## config.mk

```make
export PLATFORM = sky130hd
export DESIGN_NAME = regfile_mp
export DESIGN_NICKNAME = d
export VERILOG_FILES = /design/src/rtl/regfile_pkg.sv /design/src/rtl/regfile_fwd.sv /design/src/rtl/regfile_mp.sv
export SDC_FILE = /design/constraint.sdc
export NUM_CORES = 2
export LEC_CHECK = 0
export BUFFER_PORTS_ARGS = -buffer_cell sky130_fd_sc_hd__clkbuf_2
export CELL_PAD_IN_SITES_DETAIL_PLACEMENT = 1
export CELL_PAD_IN_SITES_GLOBAL_PLACEMENT = 2
export CORE_ASPECT_RATIO = 1.2
export CORE_MARGIN = 2
export CORE_UTILIZATION = 47
export DETAILED_ROUTE_END_ITERATION = 10
export HOLD_SLACK_MARGIN = 0.1
export PLACE_DENSITY = 0.8
export SETUP_SLACK_MARGIN = 0.2
export SLEW_MARGIN = 20
export SYNTH_ARGS = -nofsm -noshare
export SYNTH_HDL_FRONTEND = slang
export SYNTH_SLANG_ARGS = --single-unit
```

## constraint.sdc

```tcl
create_clock -name clk -period 42.9 [get_ports clk]
set_clock_uncertainty 0.15 [all_clocks]
set_input_delay 2.145 -clock clk [delete_from_list [all_inputs] [get_ports clk]]
set_output_delay 2.145 -clock clk [all_outputs]
set_load 0.01 [all_outputs]
```

## src/rtl/regfile_pkg.sv

```systemverilog
// regfile_pkg: shared defaults and slice helpers for the multi-port
// integer register file.
package regfile_pkg;

   localparam int DEF_WORD_SIZE = 32;
   localparam int DEF_NUM_REGS  = 32;
   localparam int ZERO_IDX      = 0;

   function automatic int sel_lo(input int port, input int width);
      return port * width;
   endfunction

endpackage

```

## src/rtl/regfile_fwd.sv

```systemverilog
// regfile_fwd: one read port with write-first forwarding.
// The highest-index matching write port supplies the data.
module regfile_fwd
   import regfile_pkg::*;
#(
   parameter int WORD_SIZE = DEF_WORD_SIZE,
   parameter int REG_SEL   = 5,
   parameter int NUM_WR    = 1,
   parameter int ZERO_REG  = 1
) (
   input  logic [REG_SEL-1:0]          rd_sel_i,
   input  logic [WORD_SIZE-1:0]        stored_i,
   input  logic                        busy_i,
   input  logic [NUM_WR-1:0]           we_i,
   input  logic [NUM_WR*REG_SEL-1:0]   wsel_i,
   input  logic [NUM_WR*WORD_SIZE-1:0] wdata_i,
   output logic [WORD_SIZE-1:0]        data_o,
   output logic                        busy_o
);

   logic                 hit;
   logic                 zero;
   logic [WORD_SIZE-1:0] fwd;

   always_comb begin
      hit  = 1'b0;
      fwd  = stored_i;
      zero = (ZERO_REG != 0) && (rd_sel_i == REG_SEL'(ZERO_IDX));
      for (int j = 0; j < NUM_WR; j++) begin
         if (we_i[j] &&
             wsel_i[sel_lo(j, REG_SEL) +: REG_SEL] == rd_sel_i) begin
            hit = 1'b1;
            fwd = wdata_i[sel_lo(j, WORD_SIZE) +: WORD_SIZE];
         end
      end
      data_o = zero ? '0 : fwd;
      busy_o = busy_i & ~hit;
   end

endmodule

```

## src/rtl/regfile_mp.sv

```systemverilog
// regfile_mp: parametrised multi-port register file with forwarding,
// write priority and a per-register busy scoreboard.
module regfile_mp
   import regfile_pkg::*;
#(
   parameter int WORD_SIZE = DEF_WORD_SIZE,
   parameter int NUM_REGS  = DEF_NUM_REGS,
   parameter int REG_SEL   = $clog2(NUM_REGS),
   parameter int NUM_RD    = 2,
   parameter int NUM_WR    = 1,
   parameter int ZERO_REG  = 1
) (
   input  logic                        clk,
   input  logic                        rst,
   input  logic [NUM_RD*REG_SEL-1:0]   rdSel,
   output logic [NUM_RD*WORD_SIZE-1:0] rdData,
   output logic [NUM_RD-1:0]           rdBusy,
   input  logic [NUM_WR-1:0]           wCtrl,
   input  logic [NUM_WR*REG_SEL-1:0]   wSel,
   input  logic [NUM_WR*WORD_SIZE-1:0] wData,
   input  logic                        resvCtrl,
   input  logic [REG_SEL-1:0]          resvSel,
   output logic                        wConflict
);

   logic [WORD_SIZE-1:0] mem_q [NUM_REGS];
   logic [WORD_SIZE-1:0] mem_d [NUM_REGS];
   logic [NUM_REGS-1:0]  busy_q, busy_d;
   logic                 conf_q, conf_d;

   logic [REG_SEL-1:0]   wsel_a [NUM_WR];
   logic [NUM_WR-1:0]    wlive;
   logic [NUM_WR-1:0]    wacc;
   logic                 resv_acc;

   function automatic logic is_zero(input logic [REG_SEL-1:0] s);
      return (ZERO_REG != 0) && (s == REG_SEL'(ZERO_IDX));
   endfunction

   always_comb begin
      for (int j = 0; j < NUM_WR; j++) begin
         wsel_a[j] = wSel[sel_lo(j, REG_SEL) +: REG_SEL];
         wlive[j]  = wCtrl[j] & ~rst;
         wacc[j]   = wlive[j] & ~is_zero(wsel_a[j]);
      end
      resv_acc = resvCtrl & ~rst & ~is_zero(resvSel);
   end

   // Later ports overwrite earlier ones, so the highest index wins.
   always_comb begin
      mem_d  = mem_q;
      busy_d = busy_q;
      for (int j = 0; j < NUM_WR; j++) begin
         if (wacc[j]) begin
            mem_d[wsel_a[j]]  = wData[sel_lo(j, WORD_SIZE) +: WORD_SIZE];
            busy_d[wsel_a[j]] = 1'b0;
         end
      end
      if (resv_acc) begin
         busy_d[resvSel] = 1'b1;
      end
   end

   always_comb begin
      conf_d = 1'b0;
      for (int j = 0; j < NUM_WR; j++) begin
         for (int k = j + 1; k < NUM_WR; k++) begin
            if (wacc[j] && wacc[k] && wsel_a[j] == wsel_a[k] &&
                wsel_a[j] != REG_SEL'(ZERO_IDX)) begin
               conf_d = 1'b1;
            end
         end
      end
   end

   always_ff @(posedge clk or posedge rst) begin
      if (rst) begin
         for (int r = 0; r < NUM_REGS; r++) begin
            mem_q[r] <= '0;
         end
         busy_q <= '0;
         conf_q <= 1'b0;
      end else begin
         mem_q  <= mem_d;
         busy_q <= busy_d;
         conf_q <= conf_d;
      end
   end

   assign wConflict = conf_q;

   for (genvar i = 0; i < NUM_RD; i++) begin : g_rd
      logic [REG_SEL-1:0] sel;
      assign sel = rdSel[i*REG_SEL +: REG_SEL];

      regfile_fwd #(
         .WORD_SIZE (WORD_SIZE),
         .REG_SEL   (REG_SEL),
         .NUM_WR    (NUM_WR),
         .ZERO_REG  (ZERO_REG)
      ) u_fwd (
         .rd_sel_i  (sel),
         .stored_i  (mem_q[sel]),
         .busy_i    (busy_q[sel]),
         .we_i      (wlive),
         .wsel_i    (wSel),
         .wdata_i   (wData),
         .data_o    (rdData[i*WORD_SIZE +: WORD_SIZE]),
         .busy_o    (rdBusy[i])
      );
   end

endmodule

```

* Word level (Yosys, flattened, before mapping)
Index checks and enable logic that the tools add are counted.
Storage, ports and cells: bits in registers 1056, input bits 56
Operators by class: magnitude comparators 10, eq/ne operators 2, muxes and demuxes 25, bitwise logic cells 17, reductions and logical operators 9
Operators with widths (count):
- 1024-bit bitwise mux | 1
- 32-bit 2-to-1 mux | 11
- 32-bit binary-select mux with 5-bit select | 2
- 32-bit demux with 5-bit select | 1
- 32-bit AND | 1
- 32-bit inverter | 1
- 32-bit OR | 1
- 5-bit by 6-bit < comparator with 1-bit output, second input constant | 4
- 5-bit zero test | 4
- 6-bit >= comparator, second input constant | 3
- 5-bit inverter with 6-bit output | 3
- 1-bit binary-select mux with 5-bit select | 2
- 1-bit demux with 5-bit select | 2
- 5-bit equality test | 2
- 5-bit by 1-bit >= comparator with 1-bit output, second input constant | 2
- 1-bit AND | 6
- 6-bit by 1-bit < comparator with 1-bit output, second input constant | 1
- 1-bit 2-to-1 mux | 6
- 1-bit logical AND | 5
- 1-bit inverter | 5

* Depth between registers and ports, before layout
depth in word-level cells 9, depth in mapped cells 10, gate-level depth less buffers 5

* Hierarchy
A second synthesis with hierarchy kept.
Unflattened totals: cells, all modules 5069, area, all modules 59216.8 sq um
By module, submodules not included:
- regfile_mp | times used 1, cells each 4821, area an instance 57913.0 sq um, seq. area each 26425.3 sq um
- regfile_fwd | times used 2, cells each 124, area an instance 651.9 sq um, seq. area each 0.0 sq um

* Worst setup path before layout
OpenSTA, ideal clock, no wires.
path type input-to-reg, start in rst, end reg busy_q[18], arrival time 27.378 ns, slack 15.305 ns, stages on the path 4, cell sequence inv_1 nand2_1 nor3_1 a22o_1
On the way: cells in the longest elaborated chain, start to end 6, elaborated cells on any way between the ends 8, those cells by class mux: 2; bitwise: 6
RTL lines:
- start: declaration | line regfile_mp.sv:14 | input logic rst,
- 1-bit inverter * | line regfile_mp.sv:43, regfile_mp.sv:46
- 1-bit AND | line regfile_mp.sv:43 | wlive[j] = wCtrl[j] & ~rst;
- 1-bit AND | line regfile_mp.sv:44 | wacc[j] = wlive[j] & ~is_zero(wsel_a[j]);
- 32-bit 2-to-1 mux | line regfile_mp.sv:54 | if (wacc[j]) begin
- 32-bit OR (no line)
- 32-bit 2-to-1 mux * | line regfile_mp.sv:59 | if (resv_acc) begin
- named net busy_d[18] | line regfile_mp.sv:28 | logic [NUM_REGS-1:0] busy_q, busy_d;
- end signal: assignment | line regfile_mp.sv:85 | busy_q <= busy_d;
- end: declaration | line regfile_mp.sv:28
The timed path passes the listed nets; every way through them passes the cells marked *. A chain may end at the register's enable or synchronous reset.

* Final worst setup path
start in rdSel[0], end out rdData[28]
On the way: cells in the longest elaborated chain, start to end 6, elaborated cells on any way between the ends 9, those cells by class eq/ne: 1; mux: 5; bitwise: 1; reduce/logical: 2
RTL lines:
- start: declaration | line regfile_mp.sv:15 | input logic [NUM_RD*REG_SEL-1:0] rdSel,
- 5-bit inverter with 6-bit output (not written as such) | line regfile_mp.sv:103 | .stored_i (mem_q[sel]),
- 32-bit binary-select mux with 5-bit select | line regfile_mp.sv:103
- 32-bit 2-to-1 mux (not written as such) (2 in series) | line regfile_mp.sv:103
- 32-bit 2-to-1 mux | line regfile_fwd.sv:30 | if (we_i[j] &&
- 32-bit 2-to-1 mux * | line regfile_fwd.sv:36 | data_o = zero ? '0 : fwd;
- end: declaration | line regfile_mp.sv:16 | output logic [NUM_RD*WORD_SIZE-1:0] rdData,
Mark *: on every way between the ends. The rest lies on a longest branch, timed or not. The select of a mux whose other input is x is not followed.

==> flow_metrics.tcl <==
set metrics [dict create \
    syn_area_sq_um 56080 \
    synth_enable_flop_cells 0 \
    regToRegEndpoint "mem_q[158]" \
    rsz0062_at_grt "false" \
    fin_crit_sh_pct 20.10 \
    layout_min_cycle_time_ns 8.621 \
    max_slew_margin_pct 21.67 \
    rrSetupSlack_ns 41.93 \
    cp-start-kind "primary input" \
    syn2layout_area_growth_pct 9.629 \
    cts-root-buf "clkbuf_16" \
    clk_pin_slew_ns 0.06 \
    clock_sinks 1056 \
    via_per_inst 6.956 \
    cts_resized 0 \
    crit_path_end_kind "output port" \
    core_sq_um 118100 \
    synth.distinct_cells 55 \
    die_h_um 382.4 \
    final.setup.worst_slack_ns 34.28 \
    ios 123 \
    ys_ff_latch 1056 \
    p_clk_share_pct 37.7 \
    io_buffers 121 \
    drtIter0Drc 3363 \
    p_int_mw 1.959 \
    cts_buffers 111 \
    setup_viol 0 \
    final_core_util_pct 52.06 \
    htreeDepth 3 \
    async_reset_ff_share_pct 100.0 \
    p_sw_mw 0.7325 \
    post_cts_buffers 0 \
    fp.dieW_um 319.3 \
    grt_max_degree 187 \
    fin_tns_setup_ns 0 \
    hp-class "flip-flop to flip-flop" \
    fillers 11180 \
    reg2reg_from "mem_q[158]" \
    status "finished clean" \
    cp-endpoint "rdData[28]" \
    worst_ep_arrival_time_ns 6.33 \
    syn_nets 3867 \
    cap_violations 0 \
    finalHoldViolCount 0 \
    critPathLaunch "rdSel[0]" \
    hold_path_depth 0 \
    pre_cts_slack_ns 34.36 \
    holdBufCountCts 0 \
    antenna_found_initial 7 \
    drt_first_pass_iters 5 \
    die_area_sq_um 122100 \
    drive_gt1_share_pct 51.03 \
    synth.avg_cell_area_sq_um 14.72 \
    row_count 138 \
    cts_buffer_depth 3 \
    p_leak_nw 27.40 \
    critPathKind "primary input to output port" \
    grt_pass1_vias 39860 \
    synthFlopType "dfrtp_1" \
    slew_violations 0 \
    avgRoutedWirePerCell_um 37.33 \
    swShare_pct 27.21 \
    gp_congestion 0.8036 \
    p_comb_share_pct 16.9 \
    cts_tree "yes" \
    power_density_nw_per_um2 43.78 \
    whs_ns 0.2461 \
    fin_nets 3760 \
    num_vias 37160 \
    initial_core_util_pct 47.48 \
    overflow 0 \
    grtUsageTotal_pct 32.93 \
    seq_power_share_pct 45.5 \
    synth_seq_area_share_pct 47.12 \
    worst_pin_slew_ns 1.172 \
    drt-total-wl_mm 199.4 \
    ir_drop_mv 0.03360 \
    fmax_mhz 116.0 \
    grt_pass1_wl_mm 291.3 \
    syn_inst 3811 \
    drc 0 \
    path_max_fanout 69 \
    yosysWarnings 0 \
    antenna_left 0 \
    required_ns 40.60 \
    finalPower_mw 2.692 \
    clock_latency_ns 0.71 \
    dp_hpwl_mm 111.8 \
    reg2regPathDepth 1 \
]
==> through the flow <==
stage | cells | cell area, sq um
after floorplan | 3811 | 56080
after global placement | 5129 | 57610
after detailed placement | 5130 | 57640
after CTS | 5337 | 61440
after global routing | 5338 | 61470
final | 5342 | 61480
==> Yosys cell counts, types with 4 or more instances <==
| cell | number | area share [%] |
|---|---|---|
| a211oi_1 | 17 | 0.23 |
| a21oi_1 | 19 | 0.17 |
| a221o_1 | 23 | 0.41 |
| a221oi_1 | 29 | 0.45 |
| a22o_1 | 17 | 0.27 |
| a22oi_1 | 16 | 0.21 |
| a31oi_1 | 10 | 0.11 |
| a32o_1 | 34 | 0.61 |
| and3_1 | 7 | 0.078 |
| buf_1 | 32 | 0.21 |
| buf_2 | 138 | 1.2 |
| buf_4 | 21 | 0.28 |
| buf_6 | 18 | 0.36 |
| clkbuf_1 | 224 | 1.5 |
| dfrtp_1 | 1056 | 47 |
| inv_1 | 16 | 0.11 |
| mux2_2 | 1023 | 21 |
| mux2i_1 | 101 | 1.8 |
| mux4_2 | 470 | 19 |
| nand2_1 | 58 | 0.39 |
| nand2b_1 | 6 | 0.067 |
| nand3_1 | 5 | 0.045 |
| nand3b_1 | 11 | 0.15 |
| nor2_1 | 110 | 0.74 |
| nor2b_1 | 15 | 0.17 |
| nor3_1 | 22 | 0.20 |
| nor3b_1 | 6 | 0.080 |
| o211a_1 | 7 | 0.12 |
| o211ai_1 | 19 | 0.25 |
| o21ai_0 | 36 | 0.32 |
| o22a_1 | 4 | 0.062 |
| o22ai_1 | 187 | 2.1 |
| or3b_2 | 4 | 0.062 |
| or4_1 | 7 | 0.094 |
| xnor2_1 | 9 | 0.14 |
==> routing by layer <==
layer	share of wire (%)	wire length, um	vias up	global-route usage (%)
met5	0	0	-	0
met4	5.7	11290	0	17.44
met2	48	96580	1643	53.44
met1	39	77720	20380	42.75
li1	-	-	14610	-
met3	6.9	13830	526	5.285
==> layout by cell type (no fill, tap or decap), types with 5 or more instances in the layout <==
cell,instances
dfrtp_1,1056
mux2_2,1023
mux4_2,470
o22ai_1,187
clkbuf_2,115
clkbuf_16,111
mux2i_1,101
nor2_1,94
buf_4,87
nand2_1,43
o21ai_0,36
a32o_1,34
clkbuf_8,32
a221oi_1,29
clkbuf_1,27
a221o_1,23
nor3_1,20
a21oi_1,19
o211ai_1,19
clkinv_2,18
a22o_1,17
a211oi_1,17
nor2_4,16
a22oi_1,16
inv_1,15
nor2b_1,13
nand2_2,11
nand3b_1,11
a31oi_1,10
xnor2_1,9
bufinv_16,9
or4_1,7
o211a_1,7
nand2b_1,6
and3_1,6
buf_12,5
==> cells by family after synthesis <==
| logic type | synth area share (%) |
|---|---|
| multiplexers | 41.24 |
| flip-flops | 47.12 |
| buffers and inverters | 3.719 |
| AO/OA/AOI/OAI | 5.417 |
| AND/OR/NAND/NOR | 2.340 |
| XOR/XNOR | 0.1562 |
| other | 0.006687 |
==> area by class of cell <==
type | count | area [sq um] | share of cell area, %
antenna | 4 | 10.01 | 0.01628
clock buffer | 170 | 3319 | 5.399
clock inverter | 37 | 484.2 | 0.7876
inverter | 17 | 71.32 | 0.1160
multi-input combinational | 2303 | 27800 | 45.22
sequential | 1056 | 26430 | 42.98
tap | 1540 | 1927 | 3.134
timing repair buffer | 215 | 1444 | 2.349
==> critical path, cell delays in order <==
cell,delay [ns]
buf_8,0.53
buf_4,0.72
xnor2_1,0.19
nand4_1,0.16
or2_2,0.70
nor2_4,1.01
a221o_1,0.51
clkbuf_2,0.21
==> power groups by stage <==
stage | Sequential (mW) | Clock, mW | Combinational [mW]
finish | 1.22 | 1.01 | 0.454
global route | 1.24 | 1.07 | 0.482
CTS | 1.22 | 1.03 | 0.453
detailed placement | 1.24 | 0 | 0.450
global placement | 1.23 | 0 | 0.438
floorplan | 1.20 | 0 | 0.346
==> how the worst min path moves through the flow <==
stage | to | startpoint | slack [ns]
4_1_cts | mem_q[1010] | mem_q[1010] | 0.25
3_5_place_dp | mem_q[1019] | mem_q[1019] | 0.23
6_report | mem_q[1011] | mem_q[1011] | 0.25
5_1_grt | mem_q[1006] | mem_q[1006] | 0.26
3_3_place_gp | mem_q[1009] | mem_q[1009] | 0.23
2_1_floorplan | busy_q[0] | busy_q[0] | 0.29
==> registers in the layout, indices dropped and copies added (netlist names) <==
register	flops
mem_q	1024
busy_q	32
No activity file was read; power rests on OpenSTA's default activity.
